**src/rtl/uart_cmd_pkg.sv**
```systemverilog
// Shared types and constants for the UART command-frame parser.
// Frame layout: sync, opcode, addr_h, addr_l, data_h, data_l, checksum.
package uart_cmd_pkg;

    localparam int         FRAME_LEN         = 7;
    localparam logic [7:0] SYNC_BYTE_DEFAULT = 8'hA5;

    // Opcodes understood by the ODIN SPI master; the parser forwards them unchecked.
    localparam logic [7:0] OP_WRITE_REG  = 8'h01;
    localparam logic [7:0] OP_READ_REG   = 8'h02;
    localparam logic [7:0] OP_WRITE_SRAM = 8'h03;
    localparam logic [7:0] OP_SPIKE      = 8'h04;

    typedef enum logic [2:0] {
        ST_IDLE   = 3'd0,
        ST_OP     = 3'd1,
        ST_ADDR_H = 3'd2,
        ST_ADDR_L = 3'd3,
        ST_DATA_H = 3'd4,
        ST_DATA_L = 3'd5,
        ST_CSUM   = 3'd6,
        ST_ISSUE  = 3'd7
    } state_e;

    function automatic logic [7:0] frame_csum(
        input logic [7:0] op,
        input logic [7:0] addr_h,
        input logic [7:0] addr_l,
        input logic [7:0] data_h,
        input logic [7:0] data_l
    );
        return op ^ addr_h ^ addr_l ^ data_h ^ data_l;
    endfunction

endpackage

```
**src/rtl/uart_cmd_timeout.sv**
```systemverilog
// Inter-byte idle counter: counts enabled cycles since the last clear and
// flags expiry while it sits at TIMEOUT_CYCLES-1.
module uart_cmd_timeout #(
    parameter int TIMEOUT_CYCLES = 85_000,
    parameter int CNT_W          = $clog2(TIMEOUT_CYCLES)
) (
    input  logic clk,
    input  logic rst,
    input  logic clear_i,
    input  logic en_i,
    output logic expire_o
);

    localparam logic [CNT_W-1:0] CNT_LAST = CNT_W'(TIMEOUT_CYCLES - 1);

    logic [CNT_W-1:0] count_q;
    logic [CNT_W-1:0] count_d;

    // Next count: clear wins, then increment up to the terminal value.
    always_comb begin
        count_d = count_q;
        if (clear_i) begin
            count_d = '0;
        end else if (en_i && (count_q != CNT_LAST)) begin
            count_d = count_q + CNT_W'(1);
        end else begin
            count_d = count_q;
        end
    end

    // Count register.
    always_ff @(posedge clk) begin
        if (rst) begin
            count_q <= '0;
        end else begin
            count_q <= count_d;
        end
    end

    assign expire_o = en_i && (count_q == CNT_LAST);

endmodule

```
**src/rtl/uart_cmd_parser.sv**
```systemverilog
// Assembles 7-byte command frames from the UART byte stream, verifies the
// XOR checksum and hands the command to the ODIN master via valid/ready.
module uart_cmd_parser
    import uart_cmd_pkg::*;
#(
    parameter logic [7:0] SYNC_BYTE      = SYNC_BYTE_DEFAULT,
    parameter int         TIMEOUT_CYCLES = 85_000,
    parameter int         CNT_W          = $clog2(TIMEOUT_CYCLES)
) (
    input  logic        clk,
    input  logic        rst,
    input  logic [7:0]  s_axis_tdata,
    input  logic        s_axis_tvalid,
    output logic        s_axis_tready,
    output logic        cmd_valid,
    input  logic        cmd_ready,
    output logic [7:0]  cmd_op,
    output logic [15:0] cmd_addr,
    output logic [15:0] cmd_data,
    output logic        csum_err,
    output logic        timeout_err,
    output logic [7:0]  err_count
);

    state_e      state_q, state_d;
    logic [7:0]  op_q, op_d;
    logic [15:0] addr_q, addr_d;
    logic [15:0] data_q, data_d;
    logic        csum_err_q, csum_err_d;
    logic        timeout_err_q, timeout_err_d;
    logic [7:0]  err_count_q, err_count_d;

    logic        tready_s;
    logic        cmd_valid_s;
    logic        accept_s;
    logic        in_frame_s;
    logic        expire_s;
    logic        timeout_s;
    logic [7:0]  csum_s;

    assign accept_s   = s_axis_tvalid && tready_s;
    assign in_frame_s = (state_q != ST_IDLE) && (state_q != ST_ISSUE);
    // A byte arriving on the expiry cycle keeps the frame alive.
    assign timeout_s  = expire_s && !accept_s;
    assign csum_s     = frame_csum(op_q, addr_q[15:8], addr_q[7:0], data_q[15:8], data_q[7:0]);

    uart_cmd_timeout #(
        .TIMEOUT_CYCLES (TIMEOUT_CYCLES),
        .CNT_W          (CNT_W)
    ) u_timeout (
        .clk      (clk),
        .rst      (rst),
        .clear_i  (accept_s || !in_frame_s),
        .en_i     (in_frame_s),
        .expire_o (expire_s)
    );

    // State register.
    always_ff @(posedge clk) begin
        if (rst) begin
            state_q <= ST_IDLE;
        end else begin
            state_q <= state_d;
        end
    end

    // Next-state logic.
    always_comb begin
        state_d = state_q;
        case (state_q)
            ST_IDLE: begin
                if (accept_s && (s_axis_tdata == SYNC_BYTE)) state_d = ST_OP;
                else                                         state_d = ST_IDLE;
            end
            ST_OP: begin
                if (accept_s)       state_d = ST_ADDR_H;
                else if (timeout_s) state_d = ST_IDLE;
                else                state_d = ST_OP;
            end
            ST_ADDR_H: begin
                if (accept_s)       state_d = ST_ADDR_L;
                else if (timeout_s) state_d = ST_IDLE;
                else                state_d = ST_ADDR_H;
            end
            ST_ADDR_L: begin
                if (accept_s)       state_d = ST_DATA_H;
                else if (timeout_s) state_d = ST_IDLE;
                else                state_d = ST_ADDR_L;
            end
            ST_DATA_H: begin
                if (accept_s)       state_d = ST_DATA_L;
                else if (timeout_s) state_d = ST_IDLE;
                else                state_d = ST_DATA_H;
            end
            ST_DATA_L: begin
                if (accept_s)       state_d = ST_CSUM;
                else if (timeout_s) state_d = ST_IDLE;
                else                state_d = ST_DATA_L;
            end
            ST_CSUM: begin
                if (accept_s)       state_d = (s_axis_tdata == csum_s) ? ST_ISSUE : ST_IDLE;
                else if (timeout_s) state_d = ST_IDLE;
                else                state_d = ST_CSUM;
            end
            ST_ISSUE: begin
                if (cmd_ready) state_d = ST_IDLE;
                else           state_d = ST_ISSUE;
            end
            default: state_d = ST_IDLE;
        endcase
    end

    // Output decode from the registered state.
    always_comb begin
        tready_s    = 1'b1;
        cmd_valid_s = 1'b0;
        if (state_q == ST_ISSUE) begin
            tready_s    = 1'b0;
            cmd_valid_s = 1'b1;
        end else begin
            tready_s    = 1'b1;
            cmd_valid_s = 1'b0;
        end
    end

    // Field capture, error pulses and saturating error counter.
    always_comb begin
        op_d          = op_q;
        addr_d        = addr_q;
        data_d        = data_q;
        csum_err_d    = 1'b0;
        timeout_err_d = 1'b0;
        if (accept_s) begin
            case (state_q)
                ST_OP:     op_d       = s_axis_tdata;
                ST_ADDR_H: addr_d     = {s_axis_tdata, addr_q[7:0]};
                ST_ADDR_L: addr_d     = {addr_q[15:8], s_axis_tdata};
                ST_DATA_H: data_d     = {s_axis_tdata, data_q[7:0]};
                ST_DATA_L: data_d     = {data_q[15:8], s_axis_tdata};
                ST_CSUM:   csum_err_d = (s_axis_tdata != csum_s);
                default:   op_d       = op_q;
            endcase
        end else begin
            timeout_err_d = timeout_s;
        end
        err_count_d = err_count_q;
        if ((csum_err_d || timeout_err_d) && (err_count_q != 8'hFF)) begin
            err_count_d = err_count_q + 8'd1;
        end else begin
            err_count_d = err_count_q;
        end
    end

    // Datapath registers.
    always_ff @(posedge clk) begin
        if (rst) begin
            op_q          <= 8'h00;
            addr_q        <= 16'h0000;
            data_q        <= 16'h0000;
            csum_err_q    <= 1'b0;
            timeout_err_q <= 1'b0;
            err_count_q   <= 8'h00;
        end else begin
            op_q          <= op_d;
            addr_q        <= addr_d;
            data_q        <= data_d;
            csum_err_q    <= csum_err_d;
            timeout_err_q <= timeout_err_d;
            err_count_q   <= err_count_d;
        end
    end

    assign s_axis_tready = tready_s;
    assign cmd_valid     = cmd_valid_s;
    assign cmd_op        = op_q;
    assign cmd_addr      = addr_q;
    assign cmd_data      = data_q;
    assign csum_err      = csum_err_q;
    assign timeout_err   = timeout_err_q;
    assign err_count     = err_count_q;

endmodule
```
**config.mk**
```make
export PLATFORM = sky130hd
export DESIGN_NAME = uart_cmd_parser
export DESIGN_NICKNAME = d
export VERILOG_FILES = /design/src/rtl/uart_cmd_pkg.sv /design/src/rtl/uart_cmd_timeout.sv /design/src/rtl/uart_cmd_parser.sv
export SDC_FILE = /design/constraint.sdc
export NUM_CORES = 1
export LEC_CHECK = 0
export ABC_AREA = 1
export CAP_MARGIN = 20
export CORE_MARGIN = 1.5
export CORE_UTILIZATION = 51
export DETAILED_ROUTE_END_ITERATION = 10
export PLACE_DENSITY = 0.77
export SLEW_MARGIN = 20
export SYNTH_ARGS = -nofsm -noshare
export SYNTH_HDL_FRONTEND = slang
export SYNTH_HIERARCHICAL = 1
export SYNTH_SLANG_ARGS = --single-unit
export TNS_END_PERCENT = 30
```
**constraint.sdc**
```tcl
create_clock -name clk -period 5 [get_ports clk]
set_input_delay 0.5 -clock clk [delete_from_list [all_inputs] [get_ports clk]]
set_output_delay 0.5 -clock clk [all_outputs]
set_load 0.02 [all_outputs]
```
Word level (Yosys, flattened, before mapping):

Index checks and enable logic that the tools add are counted.

* logic and storage cells: 76
* output and inout port bits: 52
* bits of input ports: 12
* register bits after elaboration: 70

* add/sub/neg operators: 2
* bitwise gates (word level): 8
* equality and inequality tests: 14
* muxes and demuxes: 23
* reduce and logical (&&, ||, !) cells: 19

Operators by type and width (count)
* case mux 16 bit (2 select lines): 2
* bitwise XOR 8 bit: 4
* two-way mux 3 bit: 9
* case mux 3 bit (8 select lines): 1
* adder 17 x 1 -> 17 bit, second input constant: 1
* equality test 17 bit, second input constant: 1
* != test 17 bit, second input constant: 1
* equality test 3 bit, second input constant: 4
* AND reduction 3 bit: 4
* adder 8 x 1 -> 8 bit, second input constant: 1
* equality test 8 bit: 1
* equality test 8 bit, second input constant: 1
* two-way mux 2 bit: 4
* != test 8 bit: 1
* != test 8 bit, second input constant: 1
* logical AND 1 bit: 7
* two-way mux 1 bit: 7
* equality test 3 x 2 -> 1 bit, second input constant: 2
* NOT 1 bit: 4
* equality test 3 x 1 -> 1 bit, second input constant: 1
* logical NOT 3 bit: 1
* != test 3 bit, second input constant: 1
* nonzero test 3 bit: 1
* logical NOT 1 bit: 2
* 3 further kinds: 4

Longest topological paths before layout:

Gate-level depths: netlist of run 1.

* depth after elaboration: 9
* gate-level depth with buffers: 17

Hierarchy:

The synthesis of run 1 kept the hierarchy.

Modules (own cells, without submodules)
* uart_cmd_parser: cells an instance 429, seq. area each 1061.0 µm², times used 1, area each 2844.0 µm²
* uart_cmd_timeout: cells an instance 150, seq. area each 340.3 µm², times used 1, area each 970.9 µm²

Worst setup path after synthesis of run 1:

Ideal clock, no wire load.

* path type: flip-flop to flip-flop
* from: reg state_q[2]
* to: reg state_q[2]
* setup time: 0.056 ns
* buffers on the path: 1
* slack: 3.340 ns
* cell stages (with the launch flop): 13
* data arrival time: 1.603 ns
* path through: dfxtp_1 inv_2 nor2_4 nor2_1 buf_4 inv_2 nor2_1 or2_1 o22ai_1 inv_1 o2111ai_1 nand2_1 inv_1

RTL lines
* start: declaration: RTL line uart_cmd_parser.sv:25 `state_e state_q, state_d;`
* start signal: assignment: RTL line uart_cmd_parser.sv:63 `state_q <= state_d;`
* != test 3 bit or nonzero test 3 bit (tied branches): RTL line uart_cmd_parser.sv:42 `assign in_frame_s = (state_q != ST_IDLE) && (state_q != ST_ISSUE);`
* logical AND 1 bit *: RTL line uart_cmd_parser.sv:42
* via in_frame_s: RTL line uart_cmd_parser.sv:36 `logic in_frame_s;`
* logical AND 1 bit *: RTL line uart_cmd_timeout.sv:40 `assign expire_o = en_i && (count_q == CNT_LAST);`
* via expire_s: RTL line uart_cmd_parser.sv:37 `logic expire_s;`
* logical AND 1 bit *: RTL line uart_cmd_parser.sv:44 `assign timeout_s = expire_s && !accept_s;`
* two-way mux 3 bit (on tied branches): RTL line uart_cmd_parser.sv:102, uart_cmd_parser.sv:92, uart_cmd_parser.sv:97
* two-way mux 3 bit (on tied branches): RTL line uart_cmd_parser.sv:101, uart_cmd_parser.sv:91, uart_cmd_parser.sv:96
* case mux 3 bit (8 select lines) *: RTL line uart_cmd_parser.sv:70 `case (state_q)`

The timed path passes the listed nets; every way through them passes the cells marked *.
A chain may end at the register's enable or synchronous reset.

Final worst setup path of run 1:

* from: reg state_q[1]
* to: reg u_timeout.count_q[7]

* longest elaborated chain between the ends: 5

RTL lines
* != test 3 bit or nonzero test 3 bit (tied branches): RTL line uart_cmd_parser.sv:42
* logical AND 1 bit *: RTL line uart_cmd_parser.sv:42
* via in_frame_s: RTL line uart_cmd_parser.sv:36
* logical NOT 1 bit: RTL line uart_cmd_parser.sv:53 `.clear_i (accept_s || !in_frame_s),`
* logical OR 1 bit: RTL line uart_cmd_parser.sv:53
* OR reduction 2 bit (no source line)
* end signal: assignment: RTL line uart_cmd_timeout.sv:36 `count_q <= count_d;`
* end: declaration: RTL line uart_cmd_timeout.sv:16 `logic [CNT_W-1:0] count_q;`

Marks and branches as above.

==> impl_summary.txt, run 1 <==
----------------------------------------------------
[Clock tree]
  CTS Buf Count ... 9
  Buffer depth of the longest clock path ... 2
  Source-to-sink clock delay at the later pin of the worst-skew pair ... 0.35 ns
  Post-CTS Setup Bufs ... 0
  H-tree level count ... 3
  Hold bufs inserted after CTS ... 0
  TritonCTS clock tree ... built
  Root Buffer Master ... sky130_fd_sc_hd__clkbuf_8
  Sinks on Clock Net ... 70
  Clk pin slew, worst setup/hold paths ... 0.07 ns
  Cells resized by post-CTS repair ... 0

[STA]
  Final Hold Viols ... 0
  Setup repair after global routing missed its margin ... false
  # setup viols final ... 0
  Achievable frequency ... 0.398 GHz
  Period utilisation layout ... 0.503
  Final max-slew violation count ... 0
  Transition at the pin with the smallest max-transition slack ... 0.931 ns
  Min Clock Period, post-route ... 2.51 ns
  Setup TNS ... 0 ns
  Largest clock skew in the final design ... 0.00933 ns
  Tightest hold margin ... 0.483 ns
  Relative slew slack ... 0.379

[Setup path]
  Critical path startpoint category ... flop
  Critical Path End Type ... flop
  Critical Setup Path Class ... reg2reg
  Arrival time of the worst setup path ... 2.79 ns
  Required time of the critical path ... 5.28 ns
  Biggest fanout along the worst timing path ... 11
  Setup slack, reg-to-reg ... 2.49 ns

[Floorplan]
  Core area ... 7250 sq um
  Die W ... 89.5 um
  Die H ... 89.5 um
  Standard-cell row count ... 31
  I/O pin count ... 64
  Effective utilization at floorplan ... 0.526
  Overall die area ... 8010 sq um

[Synth]
  Post-synthesis average cell area ... 6.59 sq um
  EDFF count, synth ... 0
  Yosys Warn Count ... 6
  Leading post-synthesis cells by cell area ... sky130_fd_sc_hd__dfxtp_1 (37%), sky130_fd_sc_hd__nand2_1 (15%), sky130_fd_sc_hd__inv_1 (7.7%)
  Area share of the largest cell type after synthesis ... 0.367
  Sequential fraction of the synthesis area ... 0.367
  #FFs+latches synth ... 70
  Predominant post-synthesis flop cell ... sky130_fd_sc_hd__dfxtp_1
  Ranking of synthesized cells by instance count ... sky130_fd_sc_hd__nand2_1 (155), sky130_fd_sc_hd__inv_1 (78), sky130_fd_sc_hd__dfxtp_1 (70)
  Most repeated cell in the gate-level netlist after synthesis ... sky130_fd_sc_hd__nand2_1
  Syn Nets ... 593
  Post-Syn Instances ... 579
  Biggest area consumer among synthesized cells ... sky130_fd_sc_hd__dfxtp_1
  Mapped cell area ... 3810 sq um
  Share of synthesized registers carrying an async set or reset ... 0
  Distinct cell type count after synthesis ... 35

[Run]
  Number of violations of the max-capacitance limit ... 0

[Drt]
  Final WL ... 9220 um
  Pre-antenna DRT Iters ... 5
  Vias per cell ... 5.13
  Final routed DRC violation total ... 0
  Routed wire per std cell ... 12.4 um
  Residual antenna-violating net count after detailed routing ... 0
  Total vias in the final route ... 3826
  Starting DRC count in detailed routing ... 234

[GRT]
  Total routing usage reported by global routing ... 0.246
  Initial antenna violation count ... 0
  Maximum number of pins on one net before global-route repair ... 37
  Vias in the first global route ... 3415
  Global-route wire length before repair ... 15200 um
  Overflow left after global routing ... 0

[Cells and area]
  Count of nets after finishing ... 656
  Sequential Area ... 1400 sq um
  Final cell area excluding filler cells ... 4730 sq um
  Filler-free cell count of the finished design ... 746
  Ratio of cells with drive above 1 in the final layout ... 0.0927
  Synth-to-Final Area Change ... 24.0%
  Ant diodes ... 0
  Fill cells ... 669
  Area taken by multi-input logic gates ... 2050 sq um

[Power]
  Leak Pwr ... 1.84 nW
  Switching share of power ... 0.225
  Power per Cell Area ... 226 nW/um^2
  Net Sw Power ... 0.240 mW
  Clock power frac ... 0.436
  Portion of total power attributed to combinational logic ... 0.042
  Worst VDD drop ... 165 uV
  Design internal power ... 0.829 mW
  Sequential group share of total power ... 0.521

[Worst hold path]
  Hold crit path type ... reg2reg

[Place]
  Port Buffers ... 63
  Cell area reported after detailed placement ... 4520 sq um
  Final Wtd Congestion ... 0.860
  DPL Wire Length ... 6740 um
  Number of placed cells counting well taps ... 730

[Outcome]
  Run status ... finished clean

----------------------------------------------------
-- final cells by class --
class	instances	share of cell area
flip-flops and latches	70	0.296
inverters	85	0.0675
multi-input cells	412	0.433
well taps	99	0.0262
repair buffers	64	0.135
clock inverters	4	0.00952
clock buffers	12	0.0328
-- cell usage in the layout, fill, tap and decap left out, drive strengths merged --
master / count
nand2: 171
inv: 84
dfxtp: 70
nor2: 65
clkdlybuf4s50: 63
a21oi: 58
nand3: 38
o21ai: 36
clkbuf: 12
a211oi: 8
xor2: 7
nand4: 6
nand3b: 6
nor3: 5
clkinv: 4
nor4: 3
a31oi: 2
ha: 2
or2: 1
o22ai: 1
o2111ai: 1
xnor2: 1
bufinv: 1
buf: 1
nor3b: 1
-- final timing paths --
check	start	endpoint	depth (start not counted)
max	state_q[1]	u_timeout/count_q[7]	8
min	cmd_op[6]	cmd_op[6]	2
max reg2reg	state_q[1]	u_timeout/count_q[7]	8
min reg2reg	cmd_op[6]	cmd_op[6]	2
-- state kept, by name (all words and copies together) (netlist names) --
register / cells
csum_err: 1
state_q: 3
cmd_op: 8
u_timeout/count_q: 17
err_count: 8
cmd_addr: 16
timeout_err: 1
cmd_data: 16
-- layer usage --
layer | global-route usage | vias up | part of all wire
met3 | 0.0425 | 16 | 0.045
met4 | 0.0993 | 0 | 0.017
met5 | 0 | - | 0
li1 | - | 1980 | -
met1 | 0.318 | 1741 | 0.46
met2 | 0.408 | 89 | 0.47
-- per-stage QoR --
step	utilization	setup slack, ns	total power, mW
after floorplan	-	3.34	0.595
after global placement	0.624	2.64	0.615
after detailed placement	0.624	2.55	0.616
after CTS	0.651	2.54	1.07
after global routing	0.652	2.24	1.10
final	0.652	2.49	1.07
-- power by group through the flow --
stage	sequential, mW	clock, mW	combinational, mW
2_1_floorplan	0.571	0	0.0242
3_3_place_gp	0.571	0	0.0441
3_5_place_dp	0.571	0	0.0449
4_1_cts	0.558	0.472	0.0452
5_1_grt	0.557	0.493	0.0506
6_report	0.558	0.466	0.0454
-- logic make-up (layout without fill, tap and decap cells) --
group	Yosys count	after routing	synth area share
AND/OR/NAND/NOR	296	296	0.356
XOR/XNOR	8	8	0.0184
AO/OA/AOI/OAI	106	106	0.154
flip-flops	70	70	0.367
buffers and inverters	97	165	0.0977
adder cells (fa/ha/maj)	2	2	0.00656
-- worst max-delay path: stages (launching register included) --
cell                      delay [ns]
sky130_fd_sc_hd__dfxtp_1        0.40
sky130_fd_sc_hd__nor2_1         0.07
sky130_fd_sc_hd__inv_1          0.11
sky130_fd_sc_hd__nor2_1         0.07
sky130_fd_sc_hd__nor2_1         0.53
sky130_fd_sc_hd__nand2_1        0.10
sky130_fd_sc_hd__nor2_1         0.62
sky130_fd_sc_hd__inv_1          0.31
sky130_fd_sc_hd__nor3b_2        0.23
Note: power is estimated with default switching activity, not from simulation.
==> run 2: changes to the inputs <==
==> constraint.sdc (replaced) <==
create_clock -name clk -period 2.4 [get_ports clk]
set_input_delay 0.24 -clock clk [delete_from_list [all_inputs] [get_ports clk]]
set_output_delay 0.24 -clock clk [all_outputs]
set_load 0.02 [all_outputs]
==> run 2 against run 1 <==
  * Global-route usage shrank 0.84 points
  * Core utilization grew 0.34 points
  * Non-clock buffer count grew 6
  * First-iteration DRC count shrank 18%
  * Clock-buffer cell count grew 1
  * Critical path depth is the same
  * Design area grew 0.53%
  * Die area is the same
  * Flip-flop and latch count is the same
  * Clock skew shrank 0.0013 ns
  * Sequential share of layout area shrank 0.16 points
==> impl_summary.txt, run 2 (same netlist as run 1, synthesis figures left out) <==
----------------------------------------------------
[Setup path]
  Critical path startpoint category ... flop
  R2r worst-path depth ... 8 (unchanged)
  Arrival time of the worst setup path ... 2.22 ns (-0.57 ns)
  Launch point of the worst reg-to-reg path ... state_q[1]
  Endpoint of the most critical register-to-register path ... u_timeout/count_q[7]
  Required time of the critical path ... 2.67 ns (-2.61 ns)
  Critical Setup Path Class ... reg2reg
  Biggest fanout along the worst timing path ... 11 (unchanged)
  Setup slack, reg-to-reg ... 0.45 ns (-2.04 ns)
  Critical Path End Type ... flop

[Cells and area]
  Register ranked first by flip-flop count ... u_timeout/count_q
  Commonest cells after routing, fill and taps aside ... sky130_fd_sc_hd__nand2_1 (155), sky130_fd_sc_hd__inv_1 (78), sky130_fd_sc_hd__dfxtp_1 (70)
  Leading cell type in the layout, fill and taps excluded ... sky130_fd_sc_hd__nand2_1
  Count of nets after finishing ... 662 (+0.91%)
  Core utilization of the finished layout ... 0.656 (+0.00345)
  Fill cells ... 688 (+2.8%)
  Flip-flop count of the largest register, all copies and words added ... 17 (unchanged)
  Ratio of cells with drive above 1 in the final layout ... 0.101 (+0.00834)
  Synth-to-Final Area Change ... 24.6%
  Ant diodes ... 0 (unchanged)

[Floorplan]
  I/O pin count ... 64 (unchanged)
  Core area ... 7250 sq um (unchanged)
  Standard-cell row count ... 31 (unchanged)
  Effective utilization at floorplan ... 0.526 (unchanged)
  Overall die area ... 8010 sq um (unchanged)
  Die W ... 89.5 um (unchanged)
  Die H ... 89.5 um (unchanged)

[Place]
  Port Buffers ... 63 (unchanged)
  DPL Wire Length ... 6740 um (about the same)
  Final Wtd Congestion ... 0.856 (-0.37%)

[Clock tree]
  CTS Buf Count ... 9 (unchanged)
  H-tree level count ... 3 (unchanged)
  Cells resized by post-CTS repair ... 0 (unchanged)
  Source-to-sink clock delay at the later pin of the worst-skew pair ... 0.34 ns (about the same)
  Post-CTS Setup Bufs ... 0 (unchanged)
  Hold bufs inserted after CTS ... 0 (unchanged)
  Buffer depth of the longest clock path ... 2 (unchanged)
  Root Buffer Master ... sky130_fd_sc_hd__clkbuf_8
  Clk pin slew, worst setup/hold paths ... 0.08 ns (about the same)
  Sinks on Clock Net ... 70 (unchanged)
  TritonCTS clock tree ... built

[STA]
  Transition at the pin with the smallest max-transition slack ... 0.684 ns (-0.247 ns)
  Achievable frequency ... 0.512 GHz (+29%)
  Final Hold Viols ... 0 (unchanged)
  # setup viols final ... 0 (unchanged)
  Largest clock skew in the final design ... 0.00806 ns (-0.00126 ns)
  Setup repair after global routing missed its margin ... false
  Relative slew slack ... 0.542 (+0.164)
  Final max-slew violation count ... 0 (unchanged)
  Period utilisation layout ... 0.814 (+0.311)
  Min Clock Period, post-route ... 1.95 ns (-0.562 ns)
  Setup TNS ... 0 ns (unchanged)

[Drt]
  Starting DRC count in detailed routing ... 193 (-18%)
  Residual antenna-violating net count after detailed routing ... 0 (unchanged)
  Final WL ... 9090 um (-1.5%)
  Pre-antenna DRT Iters ... 5 (unchanged)
  Final routed DRC violation total ... 0 (unchanged)
  Routed wire per std cell ... 12.1 um (-2.2%)
  Total vias in the final route ... 3803 (-0.60%)
  Vias per cell ... 5.06 (-1.4%)

[Power]
  Power per Cell Area ... 452 nW/um^2 (+100%)
  Leak Pwr ... 1.86 nW (+0.92%)
  Worst VDD drop ... 373 uV (+130%)

[GRT]
  Global Route met2 Usage ... 0.403 (-0.00547)
  Maximum number of pins on one net before global-route repair ... 37 (unchanged)
  Overflow left after global routing ... 0 (unchanged)
  Global-route wire length before repair ... 14900 um (-2.4%)
  Total routing usage reported by global routing ... 0.238 (-0.00839)
  Vias in the first global route ... 3444 (+0.85%)
  Met1 Resource Use GR ... 0.303 (-0.0151)
  GRT met3 Usage ... 0.0526 (+0.0102)
  Initial antenna violation count ... 0 (unchanged)
  Layer with the highest usage ... met2

[Outcome]
  Run status ... finished clean

[Worst hold path]
  Hold crit path type ... reg2reg
  End point of the most critical hold path ... cmd_op[2]
  Hold wc startpoint ... cmd_op[2]
  Cell count of the worst hold path ... 2 (unchanged)

[Run]
  Number of violations of the max-capacitance limit ... 0 (unchanged)

----------------------------------------------------
[run 2: changes by cell type in the layout (fill, tap and decap cells not counted), sizes merged]
cell / delta
clkinv: -1
clkinvlp: +1
bufinv: -1
buf: +6
clkbuf: +1
[run 2: area by class of cell]
cell class | count | area [sq um] | share of cell area
multi-input combinational | 412 | 2040 | 0.429
sequential | 70 | 1400 | 0.295
timing repair buffer | 70 | 683 | 0.144
inverter | 85 | 319 | 0.0671
clock buffer | 13 | 169 | 0.0355
tap | 99 | 124 | 0.0261
clock inverter | 3 | 17.5 | 0.00368
[run 2: through the flow]
stage | hold WS (ns) | setup WS, ns | cell area (sq um) | std cells | power [mW]
2_1_floorplan | 0.380 | 0.740 | 3810 | 579 | 1.24
3_3_place_gp | 0.464 | 0.363 | 4570 | 736 | 1.28
3_5_place_dp | 0.478 | 0.346 | 4570 | 736 | 1.28
4_1_cts | 0.487 | 0.456 | 4750 | 752 | 2.17
5_1_grt | 0.506 | 0.324 | 4750 | 752 | 2.24
6_report | 0.485 | 0.448 | 4750 | 752 | 2.15
[run 2: power breakdown]
part	internal (mW)	switching [mW]	total, mW
clock	0.457	0.433	0.891
sequential	1.16	0.000563	1.16
combinational	0.0352	0.0600	0.0952
[run 2: critical path: stages, from the launching register on]
cell	delay (ns)
sky130_fd_sc_hd__dfxtp_1	0.42
sky130_fd_sc_hd__nor2_1	0.07
sky130_fd_sc_hd__inv_1	0.09
sky130_fd_sc_hd__nor2_1	0.06
sky130_fd_sc_hd__nor2_1	0.13
sky130_fd_sc_hd__nand2_1	0.07
sky130_fd_sc_hd__nor2_1	0.54
sky130_fd_sc_hd__inv_1	0.28
sky130_fd_sc_hd__nor3b_2	0.22
[run 2: worst max path at each step]
stage                    startpoint                    to  slack, ns  cells past startpoint
5_1_grt        u_timeout/count_q[0]          err_count[7]       0.32                     11
3_3_place_gp        s_axis_tdata[6]          err_count[2]       0.36                     15
6_report                 state_q[1]  u_timeout/count_q[7]       0.45                      8
3_5_place_dp          s_axis_tvalid  u_timeout/count_q[7]       0.35                      6
2_1_floorplan            state_q[2]            state_q[2]       0.74                     12
4_1_cts                  state_q[2]         s_axis_tready       0.46                      4
[run 2: routing by layer]
layer,vias up,share of wire
li1,1987,-
met1,1708,0.46
met2,99,0.48
met3,9,0.051
met4,0,0.010
met5,-,0
==> run 3: changes to the inputs <==
--- a/config.mk
+++ b/config.mk
@@ -8,9 +8,9 @@
 export ABC_AREA = 1
 export CAP_MARGIN = 20
 export CORE_MARGIN = 1.5
-export CORE_UTILIZATION = 51
+export CORE_UTILIZATION = 48
 export DETAILED_ROUTE_END_ITERATION = 10
-export PLACE_DENSITY = 0.77
+export PLACE_DENSITY = 0.76
 export SLEW_MARGIN = 20
 export SYNTH_ARGS = -nofsm -noshare
 export SYNTH_HDL_FRONTEND = slang
==> constraint.sdc (replaced) <==
create_clock -name clk -period 1.7 [get_ports clk]
set_input_delay 0.17 -clock clk [delete_from_list [all_inputs] [get_ports clk]]
set_output_delay 0.17 -clock clk [all_outputs]
set_load 0.02 [all_outputs]
==> run 3 against run 2 <==
  * Register-to-register slack worse by 0.40 ns
  * First-iteration DRC count down 11%
  * Sequential share of layout area down 1.8 points
  * Clock power up 46%
  * Final cell count up 6.0%
==> impl_summary.txt, run 3 (same netlist as run 1, synthesis figures left out) <==
----------------------------------------------------
[Cells and area]
  Ratio of cells with drive above 1 in the final layout ... 0.210 (+0.109)
  Count of nets after finishing ... 704 (+6.3%)
  Leading cell type in the layout, fill and taps excluded ... sky130_fd_sc_hd__nand2_1
  Register ranked first by flip-flop count ... u_timeout/count_q
  Ant diodes ... 0 (unchanged)
  Flip-flop count of the largest register, all copies and words added ... 17 (unchanged)
  Synth-to-Final Area Change ... 35.4%
  Commonest cells after routing, fill and taps aside ... sky130_fd_sc_hd__nand2_1 (147), sky130_fd_sc_hd__inv_1 (73), sky130_fd_sc_hd__clkdlybuf4s50_1 (60)

[GRT]
  Total routing usage reported by global routing ... 0.243 (+0.00490)
  Global-route wire length before repair ... 16600 um (+12%)
  Maximum number of pins on one net before global-route repair ... 37 (unchanged)
  Vias in the first global route ... 3703 (+7.5%)
  Overflow left after global routing ... 0 (unchanged)
  Initial antenna violation count ... 0 (unchanged)

[Power]
  Leak Pwr ... 2.09 nW (+12%)
  Power per Cell Area ... 601 nW/um^2 (+33%)
  Worst VDD drop ... 461 uV (+24%)
  Total design power ... 3.10 mW (+45%)

[Setup path]
  Critical Setup Path Class ... reg2reg
  Critical path startpoint category ... flop
  Arrival time of the worst setup path ... 1.93 ns (-0.29 ns)
  Required time of the critical path ... 1.98 ns (-0.69 ns)
  Sequence of cells on the critical path ... inv_1, nand2_1, nand2_1, nand2_1, nand2_1, nand2_1, inv_1, nor2_1, nand2_1, nor2_4, nand2_2, nand2_4, nand2_8, nand2_8, nand2_2, a21oi_2
  Cell type of the slowest stage on the worst timing path ... sky130_fd_sc_hd__dfxtp_2
  Most used cell, CP ... sky130_fd_sc_hd__nand2_1
  Critical Path End Type ... flop
  WP buf/inv ... 2 (unchanged)
  Biggest fanout along the worst timing path ... 10 (-1)
  Cell class contributing the biggest share of worst-path delay ... simple AND/OR/NAND/NOR gates
  CP peak stage delay ... 0.37 ns (-0.17 ns)

[Floorplan]
  Standard-cell row count ... 32 (+3.2%)
  Core area ... 7730 sq um (+6.5%)
  Overall die area ... 8490 sq um (+6.0%)
  Die W ... 92.2 um (+3.0%)
  Die H ... 92.2 um (+3.0%)
  Effective utilization at floorplan ... 0.494 (-0.0323)
  I/O pin count ... 64 (unchanged)

[STA]
  Period utilisation layout ... 0.969 (+0.156)
  Final max-slew violation count ... 0 (unchanged)
  Relative slew slack ... 0.731 (+0.189)
  Largest clock skew in the final design ... 0.0106 ns (+0.00254 ns)
  Final Hold Viols ... 0 (unchanged)
  Setup repair after global routing missed its margin ... true
  Setup TNS ... 0 ns (unchanged)
  Transition at the pin with the smallest max-transition slack ... 0.400 ns (-0.284 ns)
  Achievable frequency ... 0.607 GHz (+19%)
  Min Clock Period, post-route ... 1.65 ns (-0.305 ns)
  # setup viols final ... 0 (unchanged)

[Clock tree]
  H-tree level count ... 3 (unchanged)
  Root Buffer Master ... sky130_fd_sc_hd__clkbuf_8
  Sinks on Clock Net ... 70 (unchanged)
  Buffer depth of the longest clock path ... 2 (unchanged)
  TritonCTS clock tree ... built
  CTS Buf Count ... 9 (unchanged)
  Hold bufs inserted after CTS ... 0 (unchanged)
  Source-to-sink clock delay at the later pin of the worst-skew pair ... 0.35 ns (about the same)
  Clk pin slew, worst setup/hold paths ... 0.08 ns (about the same)

[Drt]
  Final routed DRC violation total ... 0 (unchanged)
  Vias per cell ... 5.03 (-0.63%)
  Routed wire per std cell ... 12.4 um (+2.4%)
  Final WL ... 9860 um (+8.5%)
  Starting DRC count in detailed routing ... 172 (-11%)
  Total vias in the final route ... 4005 (+5.3%)
  Pre-antenna DRT Iters ... 5 (unchanged)
  Residual antenna-violating net count after detailed routing ... 0 (unchanged)

[Outcome]
  Run status ... finished clean

[Place]
  Final Wtd Congestion ... 0.897 (+4.8%)
  Port Buffers ... 63 (unchanged)
  DPL Wire Length ... 7180 um (+6.6%)

[Run]
  Number of violations of the max-capacitance limit ... 0 (unchanged)

[Worst hold path]
  Hold crit path type ... in2reg

----------------------------------------------------
## run 3: stage by stage
stage / instance area [sq um] / util / hold WS [ns] / setup WS, ns / cells
2_1_floorplan: 3810 / - / 0.310 / 0.0401 / 579
3_5_place_dp: 4870 / 0.630 / 0.477 / -0.236 / 777
6_report: 5160 / 0.668 / 0.246 / 0.0524 / 797
3_3_place_gp: 4870 / 0.630 / 0.466 / -0.166 / 777
4_1_cts: 5050 / 0.654 / 0.491 / 0.00158 / 793
5_1_grt: 5160 / 0.668 / 0.278 / -0.140 / 797
## run 3: cell type report
class / instances / area, sq um
well taps: 102 / 128
multi-input cells: 412 / 2090
fillers: 664 / 2560
flip-flops and latches: 70 / 1430
clock inverters: 4 / 47.5
clock buffers: 12 / 135
inverters: 85 / 319
repair buffers: 112 / 1010
## run 3: worst register-to-register path, stage by stage, from the launching register on
cell,delay (ns)
sky130_fd_sc_hd__dfxtp_2,0.37
sky130_fd_sc_hd__inv_1,0.06
sky130_fd_sc_hd__nand2_1,0.08
sky130_fd_sc_hd__nand2_1,0.07
sky130_fd_sc_hd__nand2_1,0.07
sky130_fd_sc_hd__nand2_1,0.07
sky130_fd_sc_hd__nand2_1,0.06
sky130_fd_sc_hd__inv_1,0.03
sky130_fd_sc_hd__nor2_1,0.07
sky130_fd_sc_hd__nand2_1,0.09
sky130_fd_sc_hd__nor2_4,0.10
sky130_fd_sc_hd__nand2_2,0.07
sky130_fd_sc_hd__nand2_4,0.09
sky130_fd_sc_hd__nand2_8,0.09
sky130_fd_sc_hd__nand2_8,0.11
sky130_fd_sc_hd__nand2_2,0.06
sky130_fd_sc_hd__a21oi_2,0.11
## run 3: repair_timing
action,CTS,global route
resized for setup,5,43
pin swaps,0,7
buffers inserted,0,4
gates cloned,0,0
setup endpoints to repair,10,32
## run 3: worst paths after layout
kind	slack, ns	from	depth (start not counted)	endpoint
worst min-delay path	0.25	s_axis_tdata[0]	4	cmd_data[8]
worst max register to register	0.05	cmd_addr[6]	16	err_count[7]
worst max-delay path	0.05	cmd_addr[6]	16	err_count[7]
worst min register to register	0.49	cmd_data[0]	2	cmd_data[0]
## run 3: layer usage
metal / part of all wire / global-route usage / vias to the layer above
li1: - / - / 2076
met1: 0.46 / 0.303 / 1837
met2: 0.49 / 0.414 / 74
met3: 0.034 / 0.0332 / 18
met4: 0.020 / 0.109 / 0
met5: 0 / 0 / -
## run 3: report_power, final
part           internal [mW]  switching, mW  leakage [nW]
Combinational         0.0783         0.0939          1.43
Clock                  0.675          0.622        0.0904
Sequential              1.63       0.000813         0.574
